==> config.mk <==
export PLATFORM = sky130hd
export DESIGN_NAME = mac_accumulator
export DESIGN_NICKNAME = d
export VERILOG_FILES = /design/src/rtl/mac_accumulator.sv
export SDC_FILE = /design/constraint.sdc
export NUM_CORES = 1
export LEC_CHECK = 0
export ABC_CLOCK_PERIOD_IN_PS = 5240
export BUFFER_PORTS_ARGS = -buffer_cell sky130_fd_sc_hd__buf_2
export CAP_MARGIN = 20
export CORE_ASPECT_RATIO = 1.5
export CORE_MARGIN = 2
export CORE_UTILIZATION = 50
export CTS_CLUSTER_SIZE = 8
export DETAILED_ROUTE_END_ITERATION = 12
export PLACE_DENSITY_LB_ADDON = 0.15
export RECOVER_POWER = 25
export SYNTH_ARGS = -nofsm -noshare
export SYNTH_HDL_FRONTEND = slang
export SYNTH_SLANG_ARGS = --single-unit
export TNS_END_PERCENT = 20
==> constraint.sdc <==
create_clock -name clk -period 5.24 [get_ports clk]
set_input_delay 0.524 -clock clk [delete_from_list [all_inputs] [get_ports clk]]
set_output_delay 0.524 -clock clk [all_outputs]
set_load 0.02 [all_outputs]
==> src/rtl/mac_accumulator.sv <==
// mac_accumulator: saturating frame accumulator for 7-bit multiplier products.
// Sums COUNT accepted beats per frame and presents the sum through a valid/ready handshake.
module mac_accumulator #(
   parameter int COUNT = 8,
   parameter int ACC_W = 12
) (
   input  logic             clk,
   input  logic             rst_n,
   input  logic             clear,
   input  logic [6:0]       prod,
   input  logic             in_valid,
   output logic             in_ready,
   input  logic             out_ready,
   output logic             out_valid,
   output logic [ACC_W-1:0] acc_out,
   output logic [7:0]       beat_cnt,
   output logic             overflow
);
   typedef enum logic [1:0] {IDLE, ACCUM, DONE} state_t;
   state_t state;
   logic accept;
   logic last;
   logic [ACC_W:0] sum;
   logic [7:0] next_cnt;
   assign in_ready = state != DONE;
   assign accept   = in_valid && in_ready;
   // one extra bit catches the carry that signals saturation
   assign sum      = (ACC_W+1)'(acc_out) + (ACC_W+1)'(prod);
   assign next_cnt = beat_cnt + 8'd1;
   assign last     = next_cnt == 8'(COUNT);
   always_ff @(posedge clk or negedge rst_n) begin
      if (!rst_n) begin
         state     <= IDLE;
         acc_out   <= '0;
         beat_cnt  <= '0;
         overflow  <= 1'b0;
         out_valid <= 1'b0;
      end else if (clear) begin
         state     <= IDLE;
         acc_out   <= '0;
         beat_cnt  <= '0;
         overflow  <= 1'b0;
         out_valid <= 1'b0;
      end else begin
         case (state)
            IDLE: if (accept) begin
               acc_out   <= ACC_W'(prod);
               beat_cnt  <= 8'd1;
               overflow  <= 1'b0;
               state     <= COUNT == 1 ? DONE : ACCUM;
               out_valid <= COUNT == 1;
            end
            ACCUM: if (accept) begin
               acc_out  <= sum[ACC_W] ? '1 : sum[ACC_W-1:0];
               overflow <= overflow | sum[ACC_W];
               beat_cnt <= next_cnt;
               if (last) begin
                  state     <= DONE;
                  out_valid <= 1'b1;
               end
            end
            DONE: if (out_ready) begin
               state     <= IDLE;
               acc_out   <= '0;
               beat_cnt  <= '0;
               overflow  <= 1'b0;
               out_valid <= 1'b0;
            end
            default: state <= IDLE;
         endcase
      end
   end
endmodule

# Yosys cells after proc, flatten, opt, wreduce, memory -nomap -nowiden
# Cells that the tools add are included.
# Widths: inputs -> output; s select.
[word_totals]
reg_bits = 24
inputBits = 12
output_inout_bits = 23
elab_cells = 48
[op_classes]
add_sub_neg = 2
eq_ne = 8
n_mux = 26
bitwise_logic = 1
reduce_logical = 6
[op_table]
columns = ["op", "n"]
rows = [
  ["$mux 12", 5],
  ["$pmux 12 s3", 1],
  ["$mux 8", 4],
  ["$pmux 8 s3", 1],
  ["$add 12x7->13", 1],
  ["$ne 3x3->1 const B", 4],
  ["$mux 2", 5],
  ["$add 8x1->8 const B", 1],
  ["$eq 8x4->1 const B", 1],
  ["$reduce_and 4->1", 2],
  ["$mux 1", 7],
  ["$pmux 1 s3", 2],
  ["$pmux 2 s3", 1],
  ["$reduce_and 5->1", 1],
  ["$reduce_bool 4->1", 1],
  ["$eq 2x1->1 const B", 1],
  ["$eq 2x2->1 const B", 1],
  ["$logic_not 2->1", 1],
  ["$ne 2x2->1 const B", 1],
  ["$logic_and 1x1->1", 1],
  ["$or 1x1->1", 1],
]

# Logic depth before layout (Yosys ltp)
[logic_depth]
word_depth = 6
depth_mapped = 9

# Worst setup path before layout
# No wires, ideal clock.
[synth_path]
path_kind = "in2reg"
startpoint = "input prod[0]"
endpoint = "register acc_out[9]"
arrival_ns = 2.311
slack_ns = 2.801
stages = 7
n_path_buf = 0
cell_sequence = "ha_1 -> fa_1 -> a211oi_2 -> o31ai_2 -> o211a_4 -> and2_4 -> a2111o_1"
[synth_via]
elab_chain_cells = 5
[synth_rtl]
columns = ["element", "line_no", "source"]
rows = [
  ["start: declaration", "10", "input logic [6:0] prod,"],
  ["$add 12x7->13", "28", "assign sum = (ACC_W+1)'(acc_out) + (ACC_W+1)'(prod);"],
  ["$mux 12", "54", "acc_out <= sum[ACC_W] ? '1 : sum[ACC_W-1:0];"],
  ["$mux 12", "53", "ACCUM: if (accept) begin"],
  ["$pmux 12 s3", "45", "case (state)"],
  ["$mux 12", "38", "end else if (clear) begin"],
  ["end signal: assignment", "47", "acc_out <= ACC_W'(prod);"],
  ["end signal: assignment", "54", ""],
  ["end: declaration", "15", "output logic [ACC_W-1:0] acc_out,"],
]
# Every way passes these cells. The select of a mux whose other input is x is not followed.
# A chain may end at the register's enable or synchronous reset.

# Final worst setup path
[layout_path]
startpoint = "register acc_out[0]"
endpoint = "register acc_out[9]"
[layout_via]
elab_chain_cells = 5
[layout_rtl]
columns = ["element", "line_no"]
rows = [
  ["$add 12x7->13", "28"],
  ["$mux 12", "54"],
  ["$mux 12", "53"],
  ["$pmux 12 s3", "45"],
  ["$mux 12", "38"],
]
# Every way passes these cells. The select of a mux whose other input is x is not followed.

==> flow_metrics.py <==
metrics = {
    "synth": {
        "yosysWarningCount": 0,
        "synth_edf_count": 0,
        "async_reset_ff_share_pct": 100,
        "syn_nets": 206,
        "yosys.cell_types.count": 46,
        "synth-seq-cells": 24,
        "synth.area.top_cells": "dfrtp_1 (37%), ha_1 (9.2%), o21ai_1 (6.7%), nand2_1 (3.9%), xor2_1 (3.7%)",
        "yosys.area.top_type": "dfrtp_1",
        "synthCells": 181,
        "avgSynthCellArea_um2": 9.06,
        "synth_flop_cell": "dfrtp_1",
        "synth_top_area_share_pct": 36.6,
        "syn_area_um2": 1640,
        "seq_area_frac_synth_pct": 36.6,
    },
    "setup_path": {
        "cp-end-kind": "flip-flop",
        "critPathSlowestCell": "fa_1",
        "reg2reg_depth": 7,
        "crit_chain": "ha_1, fa_1, a211oi_2, o31ai_2, o211a_4, and2_4, a2111o_1",
        "crit_family": "compound AO/OA/AOI/OAI gates",
        "slowest_delay_ns": 0.42,
        "critPathKind": "reg -> reg",
        "worstPathArrival_ns": 2.60,
        "critical_path_buf_inv_count": 0,
        "crit_cells": 7,
        "start_kind": "flip-flop",
        "cp.required_ns": 5.39,
        "crit_fanout": 9,
    },
    "clock_tree": {
        "clk_pin_slew_ns": 0.09,
        "cts_buffers": 3,
        "cts.repair.resized": 0,
        "htreeDepth": 1,
        "tritoncts": "built",
        "cts_setup_buffers": 0,
        "cts.path.max_buffers": 2,
        "clkLatencyLatePin_ns": 0.27,
        "cts.sinks": 24,
        "cts_hold_repair.buffers": 0,
        "cts-root-buf": "clkbuf_8",
    },
    "drt": {
        "drt_iter0_markers": 57,
        "dr_total_vias": 1471,
        "drt_wl_total_um": 3790,
        "antenna_left": 0,
        "via_per_inst": 5.81,
        "drcViolationCount": 0,
        "dr.pass1.iters": 4,
        "wire_per_inst_um": 15.0,
    },
    "pwr": {
        "leakagePower_nw": 0.963,
        "p_total_mw": 0.553,
        "peakVddDrop_v": 0.000188,
        "power.density_nw_per_um2": 290,
    },
    "sta": {
        "slew_headroom_pct": 9.96,
        "max_slew.worst_pin.slew_ns": 1.35,
        "period_needed_ns": 2.45,
        "fmax_mhz": 408,
        "skew_ns": 0.00271,
        "setup_viol": 0,
        "hold_violations": 0,
        "rsz0062_at_grt": "false",
        "finalCritPeriodShare_pct": 46.8,
        "slew_violations": 0,
        "tns_ns": 0,
    },
    "global_routing": {
        "grt_pass1_vias": 1420,
        "overflow": 0,
        "grt_max_degree": 25,
        "track_usage_pct": 22.1,
        "antenna_found_initial": 0,
        "grt_pass1_wl_um": 6330,
    },
    "die": {
        "io_pins": 35,
        "die-area_um2": 3760,
        "core_area_um2": 3130,
        "die_width_um": 50.8,
        "start_util_pct": 52.4,
        "rows": 25,
        "die_h_um": 74.1,
    },
    "finish": {
        "syn_to_final_growth_pct": 16.4,
        "antennaDiodeCount": 0,
        "drive_above_1_share_pct": 23.0,
        "finalNetCount": 239,
    },
    "placement": {
        "gp_congestion": 0.877,
        "dp_hpwl_um": 2850,
        "io_buffers": 34,
    },
    "status": {
        "status": "finished, final reports clean",
    },
    "min_path": {
        "whs_path_depth": 2,
        "hold_class": "reg -> reg",
    },
    "job": {
        "cap_violations": 0,
    },
}
layout make-up:
class	count	area (um2)
fillers	282	1220
clock buffers	3	41.3
flip-flops and latches	24	601
multi-input cells	145	987
well taps	40	50.0
clock inverters	1	30.0
inverters	5	18.8
repair buffers	35	180
registers in the layout (all words and copies together), names as in the netlist:
register,flops
acc_out,12
beat_cnt,8
out_valid,1
overflow,1
state,2
worst register-to-register path: stages, from the launching register on:
cell and delay (ns):
dfrtp_1 0.40, ha_1 0.21, fa_1 0.42, a211oi_2 0.31
o31ai_2 0.15, o211a_4 0.29, and2_4 0.17, a2111o_1 0.39
cells in the mapped netlist, types with 2 or more instances:
| cell | instances |
|---|---|
| nor3b_1 | 8 |
| a31oi_1 | 2 |
| buf_2 | 5 |
| a21oi_1 | 12 |
| a211oi_1 | 2 |
| inv_1 | 5 |
| nand2_1 | 17 |
| xor2_1 | 7 |
| a21o_1 | 3 |
| dfrtp_1 | 24 |
| nand3_1 | 2 |
| o21ai_0 | 3 |
| nor3_1 | 6 |
| clkbuf_1 | 2 |
| nor2_1 | 16 |
| and3_1 | 2 |
| ha_1 | 12 |
| o31ai_1 | 2 |
| o31ai_2 | 2 |
| mux2i_1 | 2 |
| o21ai_1 | 22 |
power breakdown:
part	total [mW]	switching, mW	internal, mW
Sequential	0.209	0.0116	0.198
Combinational	0.179	0.114	0.0650
Clock	0.165	0.0625	0.102
metal layers:
layer	up-vias	share of wire [%]	routed length [um]	GRT usage [%]
met1	703	38	1440	25.0
met5	-	0	0	0
met2	33	57	2160	42.8
met4	0	0.66	25	6.91
met3	2	4.4	167	2.41
li1	733	-	-	-
placed cells by master (no fill, tap or decap), types with 5 or more instances in the layout:
master | synthesis | layout
a21oi_1 | 12 | 12
buf_2 | 5 | 33
dfrtp_1 | 24 | 24
ha_1 | 12 | 12
inv_1 | 5 | 5
nand2_1 | 17 | 17
nor2_1 | 16 | 16
nor3_1 | 6 | 6
nor3b_1 | 8 | 8
o21ai_1 | 22 | 22
xor2_1 | 7 | 7
logic make-up (layout without fill, tap and decap cells):
family	after synthesis	count (layout)	synth area share, %
simple gates	58	58	17.5
compound gates	64	64	26.7
flops	24	24	36.6
xor+xnor	7	7	3.74
buf+inv	12	44	3.13
mux	3	3	1.91
fa+ha+maj	13	13	10.4
path summary, 6_finish.rpt:
check / slack (ns) / startpoint / endpoint
min in group asynchronous: 0.54 / rst_n / acc_out[2]
worst min-delay path: 0.52 / overflow / overflow
worst max-delay path: 2.79 / acc_out[0] / acc_out[9]
worst max register to register: 2.79 / acc_out[0] / acc_out[9]
max in group asynchronous: 3.91 / rst_n / acc_out[10]
worst min register to register: 0.52 / overflow / overflow
stage by stage:
stage / setup slack [ns] / instances / instance area (um2) / hold slack, ns / util [%]
after global routing: 2.66 / 253 / 1910 / 0.579 / 61.0
final: 2.79 / 253 / 1910 / 0.516 / 61.0
after detailed placement: 2.55 / 248 / 1830 / 0.493 / 58.4
after CTS: 2.77 / 252 / 1900 / 0.255 / 60.7
after floorplan: 2.80 / 181 / 1640 / 0.228 / -
after global placement: 2.59 / 248 / 1830 / 0.510 / 58.4
No activity file was read; power rests on OpenSTA's default activity.
